## src/rtl/morse_pkg.sv

```systemverilog
// Shared definitions for the Morse key decoder.
//   state_e    : decoder FSM state encoding
//   DOT / DASH : element codes as stored in the pattern register
//   MAX_ELEMS  : elements that fit in the pattern register
//   cnt_width  : register width needed to hold 0..max_val
package morse_pkg;

  typedef enum logic [1:0] {
    ST_IDLE  = 2'd0,
    ST_PRESS = 2'd1,
    ST_GAP   = 2'd2,
    ST_EMIT  = 2'd3
  } state_e;

  localparam logic DOT  = 1'b0;
  localparam logic DASH = 1'b1;

  localparam int unsigned MAX_ELEMS = 4;

  function automatic int unsigned cnt_width(input int unsigned max_val);
    return (max_val < 2) ? 1 : $clog2(max_val + 1);
  endfunction

endpackage

```

## src/rtl/morse_unit_tick.sv

```systemverilog
// Morse time-unit prescaler.
//   clk     : system clock
//   rst_n   : synchronous active-low reset
//   restart : zero the prescaler (driven on every synchronised key edge)
//   tick    : one-cycle pulse every UNIT_CYCLES cycles since the last restart
module morse_unit_tick
  import morse_pkg::*;
#(
  parameter int unsigned UNIT_CYCLES = 5000000
) (
  input  logic clk,
  input  logic rst_n,
  input  logic restart,
  output logic tick
);

  localparam int unsigned    W    = cnt_width(UNIT_CYCLES - 1);
  localparam logic [W-1:0]   LAST = W'(UNIT_CYCLES - 1);

  logic [W-1:0] cnt_q;

  always_ff @(posedge clk) begin
    if (!rst_n) begin
      cnt_q <= '0;
    end else if (restart || (cnt_q == LAST)) begin
      cnt_q <= '0;
    end else begin
      cnt_q <= cnt_q + W'(1);
    end
  end

  // A restart in the same cycle wins, so a key edge never coincides with a tick.
  assign tick = (cnt_q == LAST) && !restart;

endmodule

```

## src/rtl/morse_key_decoder.sv

```systemverilog
// Morse key decoder: classifies key presses into dots/dashes and emits the
// collected symbol once the key has been released for GAP_UNITS units.
//   clk           : system clock
//   rst_n         : synchronous active-low reset
//   key_in        : raw asynchronous key, 1 = pressed
//   pattern       : element code, first element in bit 3 (dot=0, dash=1)
//   length        : element count 0..4
//   pattern_valid : one-cycle pulse qualifying pattern/length/overflow
//   overflow      : more than four elements were keyed in this symbol
//   busy          : decoder is not idle
//
// state | meaning
// IDLE  | waiting for a key press, outputs hold the last symbol
// PRESS | key held, counting units (saturating) to classify the element
// GAP   | key released, counting units until the symbol is complete
// EMIT  | single cycle presenting the finished symbol
module morse_key_decoder
  import morse_pkg::*;
#(
  parameter int unsigned UNIT_CYCLES   = 5000000,
  parameter int unsigned DOT_MAX_UNITS = 2,
  parameter int unsigned GAP_UNITS     = 3
) (
  input  logic       clk,
  input  logic       rst_n,
  input  logic       key_in,
  output logic [3:0] pattern,
  output logic [2:0] length,
  output logic       pattern_valid,
  output logic       overflow,
  output logic       busy
);

  localparam int unsigned CNT_MAX = (DOT_MAX_UNITS + 1 > GAP_UNITS) ?
                                    (DOT_MAX_UNITS + 1) : GAP_UNITS;
  localparam int unsigned      CNT_W     = cnt_width(CNT_MAX);
  localparam logic [CNT_W-1:0] PRESS_SAT = CNT_W'(DOT_MAX_UNITS + 1);
  localparam logic [CNT_W-1:0] DOT_LIMIT = CNT_W'(DOT_MAX_UNITS);
  localparam logic [CNT_W-1:0] GAP_LAST  = CNT_W'(GAP_UNITS - 1);
  localparam logic [2:0]       LEN_FULL  = 3'(MAX_ELEMS);

  logic key_meta_q, key_s_q, key_prev_q;
  logic key_edge;
  logic tick;

  state_e           state_q;
  logic [CNT_W-1:0] unit_cnt_q;
  logic [3:0]       work_pat_q;
  logic [2:0]       work_len_q;
  logic             ovf_acc_q;

  logic [3:0] pattern_q;
  logic [2:0] length_q;
  logic       pattern_valid_q;
  logic       overflow_q;
  logic       busy_q;

  logic       press_glitch;
  logic       elem_code;
  logic [3:0] elem_mask;

  always_ff @(posedge clk) begin
    if (!rst_n) begin
      key_meta_q <= 1'b0;
      key_s_q    <= 1'b0;
      key_prev_q <= 1'b0;
    end else begin
      key_meta_q <= key_in;
      key_s_q    <= key_meta_q;
      key_prev_q <= key_s_q;
    end
  end

  assign key_edge = key_s_q ^ key_prev_q;

  morse_unit_tick #(
    .UNIT_CYCLES(UNIT_CYCLES)
  ) u_unit_tick (
    .clk    (clk),
    .rst_n  (rst_n),
    .restart(key_edge),
    .tick   (tick)
  );

  assign press_glitch = (unit_cnt_q == '0);
  assign elem_code    = (unit_cnt_q > DOT_LIMIT) ? DASH : DOT;
  assign elem_mask    = {elem_code, 3'b000} >> work_len_q[1:0];

  always_ff @(posedge clk) begin
    if (!rst_n) begin
      state_q         <= ST_IDLE;
      unit_cnt_q      <= '0;
      work_pat_q      <= '0;
      work_len_q      <= '0;
      ovf_acc_q       <= 1'b0;
      pattern_q       <= '0;
      length_q        <= '0;
      pattern_valid_q <= 1'b0;
      overflow_q      <= 1'b0;
      busy_q          <= 1'b0;
    end else begin
      pattern_valid_q <= 1'b0;
      overflow_q      <= 1'b0;
      case (state_q)
        // Entered on the key level rather than a strict edge so that a press
        // that began during EMIT is picked up here instead of being lost.
        ST_IDLE: begin
          if (key_s_q) begin
            state_q    <= ST_PRESS;
            unit_cnt_q <= '0;
            work_pat_q <= '0;
            work_len_q <= '0;
            ovf_acc_q  <= 1'b0;
            busy_q     <= 1'b1;
          end
        end
        ST_PRESS: begin
          if (!key_s_q) begin
            state_q    <= ST_GAP;
            unit_cnt_q <= '0;
            if (!press_glitch) begin
              if (work_len_q < LEN_FULL) begin
                work_pat_q <= work_pat_q | elem_mask;
                work_len_q <= work_len_q + 3'd1;
              end else begin
                ovf_acc_q <= 1'b1;
              end
            end
          end else if (tick && (unit_cnt_q != PRESS_SAT)) begin
            unit_cnt_q <= unit_cnt_q + CNT_W'(1);
          end
        end
        ST_GAP: begin
          if (key_s_q) begin
            state_q    <= ST_PRESS;
            unit_cnt_q <= '0;
          end else if (tick) begin
            if (unit_cnt_q == GAP_LAST) begin
              state_q         <= ST_EMIT;
              pattern_q       <= work_pat_q;
              length_q        <= work_len_q;
              overflow_q      <= ovf_acc_q;
              pattern_valid_q <= 1'b1;
            end else begin
              unit_cnt_q <= unit_cnt_q + CNT_W'(1);
            end
          end
        end
        ST_EMIT: begin
          state_q <= ST_IDLE;
          busy_q  <= 1'b0;
        end
        default: begin
          state_q <= ST_IDLE;
          busy_q  <= 1'b0;
        end
      endcase
    end
  end

  assign pattern       = pattern_q;
  assign length        = length_q;
  assign pattern_valid = pattern_valid_q;
  assign overflow      = overflow_q;
  assign busy          = busy_q;

endmodule
```

## config.mk

```make
export PLATFORM = sky130hd
export DESIGN_NAME = morse_key_decoder
export DESIGN_NICKNAME = d
export VERILOG_FILES = /design/src/rtl/morse_pkg.sv /design/src/rtl/morse_unit_tick.sv /design/src/rtl/morse_key_decoder.sv
export SDC_FILE = /design/constraint.sdc
export NUM_CORES = 1
export LEC_CHECK = 0
export BUFFER_PORTS_ARGS = -buffer_cell sky130_fd_sc_hd__buf_2
export CAP_MARGIN = 10
export CORE_MARGIN = 2
export CORE_UTILIZATION = 35
export DETAILED_ROUTE_END_ITERATION = 10
export PLACE_DENSITY_LB_ADDON = 0.15
export SYNTH_ARGS = -nofsm -noshare
export SYNTH_HDL_FRONTEND = slang
export SYNTH_SLANG_ARGS = --single-unit
```

## constraint.sdc

```tcl
create_clock -name clk -period 3.79 [get_ports clk]
set_input_delay 0.1895 -clock clk [delete_from_list [all_inputs] [get_ports clk]]
set_output_delay 0.1895 -clock clk [all_outputs]
set_load 0.03 [all_outputs]
```

==> results of run 1 <==
==> layer usage <==
layer / track usage [%] / up-vias / share of wire, %
li1: - / 863 / -
met1: 16.04 / 733 / 50
met2: 19.41 / 20 / 44
met3: 3.343 / 12 / 2.7
met4: 7.359 / 0 / 3.2
met5: 0 / - / 0
==> worst max-delay path: stages, from the launching register on <==
cell and delay, ns:
dfxtp_1 0.37, nor3b_1 0.38, nand3_2 0.19, o311ai_4 0.87, nor2_1 0.12
==> where the power goes <==
group,internal (mW),total (mW),switching (mW)
Combinational,0.0371,0.103,0.0655
Sequential,0.514,0.526,0.0118
Clock,0.199,0.384,0.185
Total,0.750,1.01,0.263
==> flip-flops by register name, summed over array words and instances (netlist names), 2 cells and up <==
name,cells
length,3
pattern,4
state_q,2
u_unit_tick.cnt_q,23
unit_cnt_q,2
work_len_q,3
work_pat_q,4
==> layout by cell type, fill, tap and decap left out, types with 2 or more instances in the layout <==
cell type  count
inv_1         11
nor2b_1        2
clkbuf_8       5
nand3_1       21
xnor2_1        5
and4_1         2
buf_2         12
xor2_1        17
a21boi_0       2
dfxtp_1       48
nor3_1         3
and2_1         5
o21ai_0        9
and3_1         2
or2_2          2
a41oi_1        4
o21ai_1        2
ha_1          10
nand4_1        6
a21oi_1        7
nand2_1       22
nor4_4         4
nor2_1        33
==> cells in the mapped netlist, drive strengths merged <==
master,n
dfxtp,48
inv,11
and4,3
nor4,4
clkbuf,2
mux2i,1
a21oi,7
buf,5
or2,2
a21boi,2
nor3b,1
o21ai,12
a32o,1
nor3,3
a41oi,4
o221ai,1
o311ai,1
nand3,22
xor2,17
nor2b,2
a31oi,1
nand2,23
a21o,1
o211ai,1
and3,3
o21a,1
nor2,33
and2,6
and4bb,1
ha,10
nor4b,2
nand4,7
xnor2,6
==> area by class of cell <==
type / instances / area, um2
Multi-Input combinational cell: 178 / 1214
Timing Repair Buffer: 12 / 60.06
Clock buffer: 5 / 68.82
Clock inverter: 3 / 46.29
Tap cell: 77 / 96.34
Inverter: 11 / 41.29
Fill cell: 655 / 3826
Sequential cell: 48 / 960.9
==> final timing paths <==
check                               to  slack, ns  cells after the start
hold / removal              key_meta_q       0.08                      2
hold reg to reg                key_s_q       0.45                      1
setup reg to reg  u_unit_tick.cnt_q[2]       1.70                      4
setup / recovery  u_unit_tick.cnt_q[2]       1.70                      4
==> stage by stage <==
step	worst slack (ns)	power [mW]	hold slack [ns]	std cells
after floorplan	2.120	0.6206	0.3168	244
after global placement	1.722	0.6409	0.4172	326
after detailed placement	1.691	0.6409	0.4165	326
after CTS	1.660	1.032	0.07782	334
after global routing	1.546	1.069	0.07309	334
final	1.702	1.013	0.08364	334
==> cells by family (layout without fill, tap and decap cells) <==
logic type | count (synthesis) | count (layout) | synth area share, %
AO/OA/AOI/OAI | 32 | 32 | 9.845
AND/OR/NAND/NOR | 112 | 112 | 28.60
XOR/XNOR | 23 | 23 | 9.237
adder cells (fa/ha/maj) | 10 | 10 | 5.531
flip-flops | 48 | 48 | 42.48
multiplexers | 1 | 1 | 0.4425
buffers and inverters | 18 | 31 | 3.872
==> flow_summary.yaml, run 1 <==
routing:
  ant_nets: 0
  finalWirelength_um: 4095
  vias: 1628
  drc: 0
  drt_iter0_markers: 42
  routed_via_density: 4.874
  firstDrtPassIters: 4
  wl_per_cell_um: 12.26
synth:
  syn_nets: 257
  synth_cell_type_count: 45
  synth_top_cell_area_share_pct: 42.48
  synth.area.top_cells: "dfxtp_1, xor2_1, ha_1"
  synth-seq-area-share_pct: 42.48
  synth_top_cell_by_area: "dfxtp_1"
  synth_area_um2: 2262
  yosys_register_bits: 48
  syn_area_per_cell_um2: 9.271
  ys_warn_count: 0
  syn_inst: 244
die:
  rows: 29
  io_pins: 13
  die_w_um: 84.40
  core_um2: 6314
  start_util_pct: 35.83
  die_y_um: 84.40
  dieArea_um2: 7123
place:
  placed_area_um2: 2372
  hpwl_um: 2773
  gp_congestion: 0.7332
  port_buffers: 12
cts:
  clock_path_buffers: 2
  clock-sinks: 48
  clock_latency_ns: 0.31
  post_cts_buffers: 0
  holdBufCountCts: 0
  cts_max_level: 2
  clkTransAtPathRegs_ns: 0.10
  root_buffer: "clkbuf_8"
  cts_tree: "done"
  cts_buffers: 5
  cts_resized: 0
global_routing:
  grtUsageTotal_pct: 12.66
  antenna_found_initial: 0
  grt_start_max_net_pins: 29
  overflow: 0
  grt_pass1_wl_um: 7300
  grt_pass1_vias: 1589
timing:
  fin_crit_sh_pct: 55.09
  maxSlewViolCount: 0
  setup_viol: 0
  hold_viol_final: 0
  fin_skew_ns: 0.01231
  rsz0062_at_grt: "no"
  max_freq_ghz: 0.4790
  finalCriticalPeriod_ns: 2.088
  worst_pin_slew_ns: 0.9565
  tns_ns: 0
  max_slew_margin_pct: 36.08
critical_path:
  end_kind: "flop"
  crit_arrival_ns: 2.24
  crit_path_start: "u_unit_tick.cnt_q[14]"
  path_max_fanout: 23
  start_kind: "flop"
  crit_type: "flop to flop"
  worstPathRequired_ns: 3.95
  timing.rr.start: "u_unit_tick.cnt_q[14]"
power_and_ir_drop:
  p_leak_nw: 1.009
  cellPowerDensity_nw_per_um2: 407.2
  ir_worst_vdd_v: 0.0001809
job:
  drv_cap: 0
worst_hold_path:
  hp-start: "key_in"
  worstHoldPathType: "primary input to flop"
finish:
  n_antenna_cell: 0
  nNetsFinal: 269
  stdcell_area_um2: 2487
  areaGrowthSynthToFinish_pct: 9.956
  fin_util_pct: 39.40
  drive_gt1_share_pct: 14.40
run_status:
  status: "complete, no violations"
(Power assumes the default switching activity.)
==> inputs of run 2 (changes only) <==
==> constraint.sdc (replaced) <==
create_clock -name clk -period 2 [get_ports clk]
set_input_delay 0.1 -clock clk [delete_from_list [all_inputs] [get_ports clk]]
set_output_delay 0.1 -clock clk [all_outputs]
set_load 0.03 [all_outputs]
==> run 2 against run 1 <==
Cell count increased by 1.8%; via count increased by 2.6%; clock power increased by 88%; critical path depth increased by 3; sequential power increased by 89%; first-iteration DRC count increased by 12%.
==> flow_summary.yaml, run 2 (synthesized netlist as in run 1, its figures left out) <==
finish:
  multi_input_area_um2: 1214
  fin_util_pct: 40.31
  stdcell_area_um2: 2545
  mostFrequentLayoutCell: "dfxtp_1"
  regArea_um2: 960.9
  areaGrowthSynthToFinish_pct: 12.50
  largest-register: "u_unit_tick.cnt_q"
  layout_common_cells: "dfxtp_1, nor2_1, nand2_1"
  n_fill_cell: 635
  drive_gt1_share_pct: 16.35
  nNetsFinal: 275
  largest_reg_flops: 23
  n_antenna_cell: 0
timing:
  max_slew_margin_pct: 69.52
  fin_skew_ns: 0.006215
  tns_ns: 0
  maxSlewViolCount: 0
  finalCriticalPeriod_ns: 1.827
  setup_viol: 0
  holdWs_ns: 0.007987
  fin_crit_sh_pct: 91.33
  hold_viol_final: 0
  worst_pin_slew_ns: 0.4541
  rsz0062_at_grt: "no"
  max_freq_ghz: 0.5475
die:
  die_w_um: 84.40
  rows: 29
  core_um2: 6314
  die_y_um: 84.40
  start_util_pct: 35.83
  dieArea_um2: 7123
  io_pins: 13
critical_path:
  path_max_fanout: 5
  path_depth: 7
  cp_num_buf_inv: 1
  end_kind: "flop"
  cp_slowest_cell: "dfxtp_1"
  crit_arrival_ns: 2.03
  crit_type: "flop to flop"
  r2r-end: "unit_cnt_q[0]"
  worstPathCellList: "inv_1 -> ha_1 -> or2_2 -> o221ai_1 -> nor3_1 -> and3_1 -> a21o_1"
  worstPathRequired_ns: 2.20
  start_kind: "flop"
  critPathMaxStageDelay_ns: 0.41
  timing.rr.start: "state_q[1]"
  reg2regPathDepth: 7
  crit_family: "simple AND/OR/NAND/NOR gates"
  rrSetupSlack_ns: 0.17
cts:
  cts_max_level: 2
  clock-sinks: 48
  cts_buffers: 5
  cts_tree: "done"
  clkTransAtPathRegs_ns: 0.09
  post_cts_buffers: 0
  clock_path_buffers: 2
  root_buffer: "clkbuf_8"
  clock_latency_ns: 0.30
  holdBufCountCts: 0
  cts_resized: 0
global_routing:
  grt_start_max_net_pins: 24
  grt_pass1_vias: 1652
  grtUsageTotal_pct: 12.69
  overflow: 0
  grt_pass1_wl_um: 7410
  antenna_found_initial: 0
power_and_ir_drop:
  power_mw: 1.922
  p_leak_nw: 1.045
  ir_worst_vdd_v: 0.0004580
  cellPowerDensity_nw_per_um2: 755.1
routing:
  finalWirelength_um: 4129
  ant_nets: 0
  firstDrtPassIters: 4
  vias: 1670
  wl_per_cell_um: 12.14
  drt_iter0_markers: 47
  routed_via_density: 4.912
  drc: 0
worst_hold_path:
  whs_path_depth: 2
  hp-start: "key_in"
  worstHoldPathType: "primary input to flop"
  hold_end: "key_meta_q"
run_status:
  status: "complete, no violations"
place:
  port_buffers: 12
  placed_area_um2: 2430
  hpwl_um: 2923
  gp_congestion: 0.7498
job:
  drv_cap: 0
## run 2: cell types whose count changed in the layout (fill, tap and decap cells not counted), sizes merged
cell	delta
buf	+6
## run 2: worst max-delay path by stage
stage / startpoint / to
finish: state_q[1] / unit_cnt_q[0]
global placement: u_unit_tick.cnt_q[0] / u_unit_tick.cnt_q[22]
detailed placement: state_q[1] / unit_cnt_q[0]
floorplan: state_q[0] / unit_cnt_q[0]
CTS: state_q[1] / unit_cnt_q[0]
global route: state_q[0] / unit_cnt_q[0]
## run 2: power breakdown
part / total, mW / switching [mW] / internal, mW
Sequential: 0.996 / 0.0211 / 0.975
Clock: 0.720 / 0.343 / 0.377
Combinational: 0.206 / 0.128 / 0.0785
## run 2: layout make-up
class	instances	area share, %
tap	77	3.786
timing repair buffer	18	4.621
sequential	48	37.76
multi-input combinational	178	47.69
clock buffer	5	2.704
inverter	11	1.622
clock inverter	3	1.819
## run 2: per-layer routing
| metal | track usage [%] | vias to the layer above | routed length (um) |
|---|---|---|---|
| met1 | 15.56 | 777 | 1931 |
| li1 | - | 869 | - |
| met5 | 0 | - | 0 |
| met4 | 4.329 | 0 | 34 |
| met3 | 3.245 | 2 | 136 |
| met2 | 21.72 | 22 | 2026 |
## run 2: metrics by stage
step                      instances  setup WS, ns
after CTS                       340        0.1738
after floorplan                 244        0.3304
after detailed placement        332        0.1944
final                           340        0.1734
after global placement          332        0.2194
after global routing            340      0.004236
==> inputs of run 3 (changes only) <==
--- a/config.mk
+++ b/config.mk
@@ -5,7 +5,7 @@
 export SDC_FILE = /design/constraint.sdc
 export NUM_CORES = 1
 export LEC_CHECK = 0
-export BUFFER_PORTS_ARGS = -buffer_cell sky130_fd_sc_hd__buf_2
+export BUFFER_PORTS_ARGS = -buffer_cell sky130_fd_sc_hd__buf_4
 export CAP_MARGIN = 10
 export CORE_MARGIN = 2
 export CORE_UTILIZATION = 35
==> run 3 against run 2 <==
Register-to-register slack gained 0.02 ns; critical path depth is the same; die area is the same; critical endpoint unchanged; highest routed layer unchanged.
==> flow_summary.yaml, run 3 (synthesized netlist as in run 1, its figures left out) <==
run_status:
  status: "complete, no violations"
critical_path:
  crit_family: "simple AND/OR/NAND/NOR gates"
  cp_slowest_cell: "dfxtp_1"
  path_max_fanout: 5
  end_kind: "flop"
  rrSetupSlack_ns: 0.19
  worstPathCellList: "inv_1 -> ha_1 -> or2_2 -> o221ai_1 -> nor3_1 -> and3_1 -> a21o_1"
  critPathMaxStageDelay_ns: 0.40
  start_kind: "flop"
  worstPathRequired_ns: 2.20
  cp_num_buf_inv: 1
  reg2regPathDepth: 7
  crit_type: "flop to flop"
  path_depth: 7
  crit_arrival_ns: 2.01
finish:
  stdcell_area_um2: 2539
  n_antenna_cell: 0
  fin_util_pct: 40.21
  layout_common_cells: "dfxtp_1, nor2_1, nand2_1"
  nNetsFinal: 276
  largest-register: "u_unit_tick.cnt_q"
  drive_gt1_share_pct: 15.97
  fin_cells: 340
  mostFrequentLayoutCell: "dfxtp_1"
  areaGrowthSynthToFinish_pct: 12.22
  largest_reg_flops: 23
cts:
  cts_max_level: 2
  cts_tree: "done"
  clock_path_buffers: 2
  cts_buffers: 5
  clock_latency_ns: 0.30
  root_buffer: "clkbuf_8"
  clkTransAtPathRegs_ns: 0.09
  clock-sinks: 48
power_and_ir_drop:
  p_leak_nw: 1.030
  ir_worst_vdd_v: 0.0003157
  cellPowerDensity_nw_per_um2: 694.5
  power_mw: 1.763
global_routing:
  grt_pass1_wl_um: 7065
  grt_start_max_net_pins: 29
  antenna_found_initial: 0
  grtUsageTotal_pct: 12.26
  overflow: 0
  grt_pass1_vias: 1540
die:
  io_pins: 13
  die_y_um: 84.40
  start_util_pct: 35.83
  dieArea_um2: 7123
  die_w_um: 84.40
  core_um2: 6314
  rows: 29
place:
  dp_cells: 332
  placed_area_um2: 2447
  gp_congestion: 0.7760
  port_buffers: 12
  hpwl_um: 2845
worst_hold_path:
  worstHoldPathType: "primary input to flop"
  whs_path_depth: 3
timing:
  setup_viol: 0
  fin_crit_sh_pct: 90.29
  max_slew_margin_pct: 71.47
  fin_skew_ns: 0.01132
  maxSlewViolCount: 0
  worst_pin_slew_ns: 0.4248
  hold_viol_final: 0
  tns_ns: 0
  max_freq_ghz: 0.5537
  finalCriticalPeriod_ns: 1.806
  rsz0062_at_grt: "no"
routing:
  drc: 0
  firstDrtPassIters: 4
  drt_iter0_markers: 55
  routed_via_density: 4.797
  vias: 1631
  finalWirelength_um: 4054
  wl_per_cell_um: 11.92
  ant_nets: 0
job:
  drv_cap: 0
-- run 3: changes by cell type in the layout (fill, tap and decap cells not counted) --
cell,before,now
buf_4,5,18
buf_2,12,0
buf_12,1,0
bufinv_16,1,0
clkinv_2,0,1
dlygate4sd3_1,0,1
inv_6,1,0
-- run 3: power breakdown --
group / total (mW) / internal (mW) / leakage, nW / switching, mW
Combinational: 0.204 / 0.0787 / 0.602 / 0.125
Clock: 0.564 / 0.237 / 0.0400 / 0.327
Sequential: 0.995 / 0.975 / 0.388 / 0.0206
-- run 3: what timing repair did --
item,CTS,global route
setup buffers,0,0
resized for setup,0,0
setup endpoints to repair,0,0
hold buffers,1,0
hold endpoints to repair,1,0
-- run 3: cell type report --
type                            instances  area (um2)
Clock inverter                          2       12.51
Multi-Input combinational cell        178        1214
Fill cell                             656        3775
Timing Repair Buffer                   19       145.1
Clock buffer                            5       68.82
Inverter                               11       41.29
Tap cell                               77       96.34
Sequential cell                        48       960.9
-- run 3: worst min-delay path: stages --
cell     delay [ns]
buf_4          0.20
nand2_1        0.09
o21ai_0        0.06
-- run 3: path summary, 6_finish.rpt --
| check | start | to |
|---|---|---|
| setup / recovery | state_q[1] | unit_cnt_q[0] |
| hold / removal | rst_n | length[0] |
| setup reg to reg | state_q[1] | unit_cnt_q[0] |
| hold reg to reg | key_meta_q | key_s_q |
-- run 3: per-stage QoR --
stage | setup WS, ns | hold slack, ns
5_1_grt | 0.01502 | 0.2038
4_1_cts | 0.1914 | 0.1806
3_3_place_gp | 0.2280 | 0.3212
2_1_floorplan | 0.3304 | 0.2273
3_5_place_dp | 0.2138 | 0.3180
6_report | 0.1941 | 0.1901
-- run 3: metal layers --
metal	wire (um)	part of all wire [%]	GRT usage [%]	up-vias
li1	-	-	-	877
met1	2046	50	15.66	740
met2	1873	46	19.41	10
met3	91	2.2	3.835	4
met4	43	1.1	4.762	0
met5	0	0	0	-
